### config.mk
export PLATFORM = sky130hd
export DESIGN_NAME = bcd_updown_counter
export DESIGN_NICKNAME = d
export VERILOG_FILES = /design/src/rtl/bcd_updown_counter.sv
export SDC_FILE = /design/constraint.sdc
export NUM_CORES = 1
export LEC_CHECK = 0
export BUFFER_PORTS_ARGS = -buffer_cell sky130_fd_sc_hd__buf_2
export CORE_MARGIN = 4
export CORE_UTILIZATION = 50
export DETAILED_ROUTE_END_ITERATION = 10
export GPL_ROUTABILITY_DRIVEN = 0
export PLACE_DENSITY = 0.77
export SLEW_MARGIN = 10
export SYNTH_ARGS = -nofsm -noshare
export SYNTH_HDL_FRONTEND = slang
export SYNTH_SLANG_ARGS = --single-unit
### constraint.sdc
create_clock -name clk -period 1.89 [get_ports clk]
set_input_delay 0 -clock clk [delete_from_list [all_inputs] [get_ports clk]]
set_output_delay 0 -clock clk [all_outputs]
set_load 0.1 [all_outputs]
### src/rtl/bcd_updown_counter.sv
// Multi-decade synchronous BCD up/down counter with parallel load, cascade
// carry in/out, optional saturation at terminal count and invalid-code recovery.
module bcd_updown_counter #(
  parameter int DIGITS   = 2,
  parameter bit SATURATE = 1'b0
) (
  input  logic                  clk,
  input  logic                  rst,
  input  logic                  en,
  input  logic                  dir,
  input  logic                  load,
  input  logic [4*DIGITS-1:0]   din,
  input  logic                  cin,
  output logic [4*DIGITS-1:0]   q,
  output logic                  tc,
  output logic                  cout,
  output logic                  wrap,
  output logic                  bcd_err
);

  localparam int W = 4 * DIGITS;

  logic          step;
  logic [W-1:0]  q_nxt;
  logic [DIGITS-1:0] term;

  // Invalid codes 10..15 are steered back into 0..9 within a few up-steps.
  function automatic logic [3:0] next_digit(input logic [3:0] d, input logic down);
    logic [3:0] r;
    if (down) begin
      r = (d == 4'd0) ? 4'd9 : d - 4'd1;
    end else begin
      case (d)
        4'd9:    r = 4'd0;
        4'd11:   r = 4'd6;
        4'd13:   r = 4'd4;
        4'd15:   r = 4'd2;
        default: r = d + 4'd1;
      endcase
    end
    return r;
  endfunction

  assign step = en & cin & ~load;

  always_comb begin
    logic carry;
    q_nxt   = q;
    term    = '0;
    bcd_err = 1'b0;
    carry   = step;
    for (int k = 0; k < DIGITS; k++) begin
      term[k] = dir ? (q[4*k +: 4] == 4'd0) : (q[4*k +: 4] == 4'd9);
      if (carry) q_nxt[4*k +: 4] = next_digit(q[4*k +: 4], dir);
      carry = carry & term[k];
      if (q[4*k +: 4] > 4'd9) bcd_err = 1'b1;
    end
  end

  assign tc   = &term;
  assign cout = tc & step;

  // Register stage: load beats count; terminal-state steps either wrap or hold.
  always_ff @(posedge clk or posedge rst) begin
    if (rst) begin
      q    <= '0;
      wrap <= 1'b0;
    end else if (load) begin
      q    <= din;
      wrap <= 1'b0;
    end else if (step) begin
      if (tc && SATURATE) begin
        wrap <= 1'b0;
      end else begin
        q    <= q_nxt;
        wrap <= tc;
      end
    end else begin
      wrap <= 1'b0;
    end
  end

endmodule

Yosys cells after proc, flatten, opt, wreduce, memory -nomap -nowiden
Index checks and enable logic that the tools add are counted.
- $add $sub $neg: 4
- $lt $le $gt $ge: 2
- equal/unequal tests: 8
- muxes and demuxes: 15
- bitwise logic cells: 5
- reductions and logical operators: 6
- operators with widths (operator ; count):
    4-bit == test, second input constant ; 8
    4-bit one-hot mux with 4 select lines ; 2
    4-bit two-way mux ; 5
    8-bit two-way mux ; 2
    4-bit by 1-bit adder with 4-bit output, second input constant ; 2
    4-bit greater-than comparator, second input constant ; 2
    4-bit logical NOT ; 2
    4-bit by 1-bit subtractor with 4-bit output, second input constant ; 2
    1-bit two-way mux ; 6
    1-bit bitwise AND ; 4
    2-bit AND reduction ; 2
    2-bit nonzero test ; 2
    1-bit inverter ; 1
- register bits: 9
- bits of input ports: 14
- output and inout port bits: 12
- word-level logic and storage cells: 43

Logic depth before layout (Yosys ltp)
- depth in word-level cells: 6
- gate-level depth with buffers: 6

Worst setup path after synthesis
Ideal clock, no wire load.
- kind: register -> output
- start: reg q[4]
- end: out cout
- arrival time: 4316 ps
- required time: 1890 ps
- slack: -2426 ps
- stages on the path, launching flop included: 6
- buffers on the path: 0
- cell sequence: dfrtp_1 ha_1 nand2_1 o22a_1 a2111oi_4 nor3b_2
- word-level cells in the longest chain between the ends: 4
- ends and longest elaborated chain (what ; RTL line ; source):
    start: declaration ; 14 ; output logic [4*DIGITS-1:0] q,
    start signal: assignment ; 69 ; q <= din;
    start signal: assignment ; 75 ; q <= q_nxt;
    4-bit == test or 4-bit logical NOT (tied branches) ; 53 ; term[k] = dir ? (q[4*k +: 4] == 4'd0) : (q[4*k +: 4] == 4'd9);
    1-bit two-way mux * ; 53 ;
    2-bit AND reduction * ; 60 ; assign tc = &term;
    named net tc ; 15 ; output logic tc,
    1-bit bitwise AND * ; 61 ; assign cout = tc & step;
    end: declaration ; 16 ; output logic cout,
Mark *: on every way through the listed nets, which the timed path passes. The rest lies on a longest branch.

Worst setup path after layout
- start: reg q[0]
- end: out cout
- word-level cells in the longest chain between the ends: 4
- ends and longest elaborated chain (what ; RTL line):
    4-bit == test or 4-bit logical NOT (tied branches) ; 53
    1-bit two-way mux * ; 53
    2-bit AND reduction * ; 60
    1-bit bitwise AND * ; 61
Mark *: on every way between the ends. The rest lies on a longest branch, timed or not.

==> results.ini <==
[sta]
period_share_pct = 106.1
setup_viol_count_final = 4
setup_ws_ps = -115.9
tightest_slew_ps = 518.9
fmax_mhz = 498.5
fin_tns_setup_ps = -205.1
rsz0062_at_grt = yes
drv_slew = 0
post-route-min-period_ps = 2006
holdWs_ps = 27.87
finClkSkew_ps = 6.615
slew_headroom_pct = 65.32
finalHoldViolCount = 0

[setup_path]
crit_fanout = 3
r2r-end = q[7]$_DFFE_PP0P_
crit_chain = inv_4, ha_4, nand3b_4, a2111oi_4, nor3b_4, buf_12
critPathArrivalTime_ps = 2010
cp_top_family = flip-flops
max_stage_delay_ps = 510
crit_required_ps = 1890
crit_slowest_cell = dfrtp_4
startpoint_type = flop
worst-r2r-cell-count = 7
rrSetupSlack_ps = -80
r2r_start = q[4]$_DFFE_PP0P_
criticalPathCategory = reg -> out
worstSetupEndpointType = output pin
crit_buf_inv = 2

[synth]
yosys.area_share.adder_pct = 10.39
yosys_warnings = 0
synth.avg_cell_area_um2 = 8.234
netlist_instances = 117
synth-main-ff-cell = dfrtp_1
async_flop_share_pct = 100.0
yosysMostFrequentCell = a21oi_1
synth_compound_area_share_pct = 31.17
synth_edf_count = 0
synth.cell_area_um2 = 963.4
synth_simple_gate_area_share_pct = 27.27
synth_xor_area_share_pct = 0.9091
synth.distinct_cells = 41
synth.area.top_cells = dfrtp_1 (23%), ha_1 (10%), a21oi_1 (5.2%), nor2b_1 (3.9%), nand2_1 (3.5%)
yosys.area.top_type = dfrtp_1
seq_area_frac_synth_pct = 23.38
yosys_register_bits = 9
ys_top_cells_by_count = a21oi_1 (10), dfrtp_1 (9), nand2_1 (9), ha_1 (8), nor2_1 (7)
synth_top_area_share_pct = 23.38
syn_nets = 139
synth_top_family_by_area = compound AO/OA/AOI/OAI gates
synthMuxAreaShare_pct = 0

[clock_tree]
h-tree-depth = 1
clkTransAtPathRegs_ps = 60
cts_buffer_depth = 2
clk_latency_ps = 270
root_buffer = clkbuf_4
clock_sinks = 9
cts_made_buffers = 3
cts_tree = yes

[floorplanning]
core_area_um2 = 1783
die_area_um2 = 2693
fp-row-count = 15
num_io_pins = 26
fp.dieH_um = 51.90
fp.dieW_um = 51.90
initial_core_util_pct = 54.04

[global_routing]
globalRoute.totalOverflow = 0
antenna_found_initial = 0
grt_pass1_vias = 1003
grt_start_max_net_pins = 22
grt_pass1_wl_mm = 4.809
grt_usage_pct = 23.95

[cells_and_area]
final_core_util_pct = 81.61
nets = 186
n_antenna_cell = 0
area_delta_synth_final_pct = 51.04
drive_gt1_share_pct = 42.33
fin_area_um2 = 1455
final_cells = 188

[drt]
ant_nets = 0
drt_iter0_markers = 33
dr.pass1.iters = 5
vias = 1064
drt_wl_total_mm = 2.948
route.detailed.drc = 0
viasPerCell = 5.660
wl_per_cell_um = 15.68

[power_and_ir_drop]
leakagePower_nw = 0.6135
p_per_area_nw_per_um2 = 623.3
ir_drop_mv = 0.5214

[worst_hold_path]
worstHoldEndpoint = q[6]$_DFFE_PP0P_
hold_start = din[6]
worstHoldPathType = in -> reg
hold_depth = 3

[run_status]
status = complete, but fails checks
violations = setup timing

[place]
dpl.cell_count = 165
dpl.hpwl_mm = 1.860
dpl-instance-area_um2 = 1220
portBuffers = 25

[flow_run]
max_cap_viol_count = 0

## worst max-delay path by stage
stage                                   to              from  slack, ps  depth (start not counted)
final                                 cout  q[0]$_DFFE_PP0P_       -120                          6
after global placement    q[7]$_DFFE_PP0P_  q[0]$_DFFE_PP0P_         50                          6
after CTS                             cout  q[4]$_DFFE_PP0P_       -180                          7
after floorplan                       cout  q[5]$_DFFE_PP0P_      -1490                          6
after detailed placement  q[7]$_DFFE_PP0P_  q[0]$_DFFE_PP0P_         20                          6
after global routing                  cout  q[5]$_DFFE_PP0P_       -190                          7
## cells by family (layout without fill, tap and decap cells)
family          Yosys count  in the layout
compound gates           41             41
fa+ha+maj                 8              8
simple gates             43             43
xor+xnor                  1              1
flops                     9              9
buf+inv                  15             61
## worst reg2reg max path: stages, from the launching register on
cell	delay, ps
dfrtp_4	480
buf_4	140
buf_4	140
ha_1	200
a311oi_1	210
a211oi_1	110
a2111oi_1	460
a211o_1	160
## power breakdown
| part | total [mW] | internal [mW] | switching, mW |
|---|---|---|---|
| Sequential | 0.260 | 0.218 | 0.0422 |
| Clock | 0.151 | 0.0815 | 0.0692 |
| Combinational | 0.496 | 0.174 | 0.323 |
| Total | 0.907 | 0.473 | 0.434 |
## cell usage in the layout, fill, tap and decap left out, types with 3 or more instances in the layout
cell | synthesis | routed
dfrtp_2 | 0 | 4
buf_4 | 2 | 17
o211ai_1 | 4 | 4
clkbuf_4 | 0 | 4
ha_1 | 8 | 4
nor2b_1 | 6 | 6
o21ai_0 | 6 | 6
buf_2 | 2 | 22
nor2_1 | 7 | 7
dlygate4sd3_1 | 0 | 8
dfrtp_4 | 0 | 4
o21ai_1 | 3 | 3
nor3b_1 | 3 | 3
a211o_1 | 3 | 3
nand2_1 | 9 | 8
a21oi_1 | 10 | 9
ha_4 | 0 | 4
nand2b_1 | 5 | 5
## sequential cells by signal, indices dropped and copies added (netlist names)
name,cells
wrap,1
q,8
## per-stage QoR
step,power [mW],setup slack (ps)
floorplan,0.5952,-1493
global placement,0.6699,53.42
detailed placement,0.6809,19.49
CTS,0.8702,-181.7
global route,0.9571,-187.1
finish,0.9071,-115.9
## repair_timing
item                       4_1_cts  5_1_grt
cloned                           0        0
hold endpoints to repair        16        0
resized for setup                2        8
hold buffers                     8        0
buffers inserted                 9        3
setup endpoints to repair        2        7
pin swaps                        3        3
## final cells by class
class | count | area [µm²]
Clock buffer | 4 | 26.28
Fill cell | 100 | 327.8
Sequential cell | 9 | 245.2
Timing Repair Buffer | 51 | 376.6
Inverter | 6 | 32.53
Multi-Input combinational cell | 93 | 743.2
Tap cell | 25 | 31.28
## routing by layer
metal  global-route usage, %  wire (µm)  share of wire [%]
met1                   33.69       1326                 45
met4                   6.550         21               0.71
met2                   37.87       1417                 48
met5                       0          0                  0
met3                   3.438        182                6.2
Note: power is estimated with default switching activity, not from simulation.
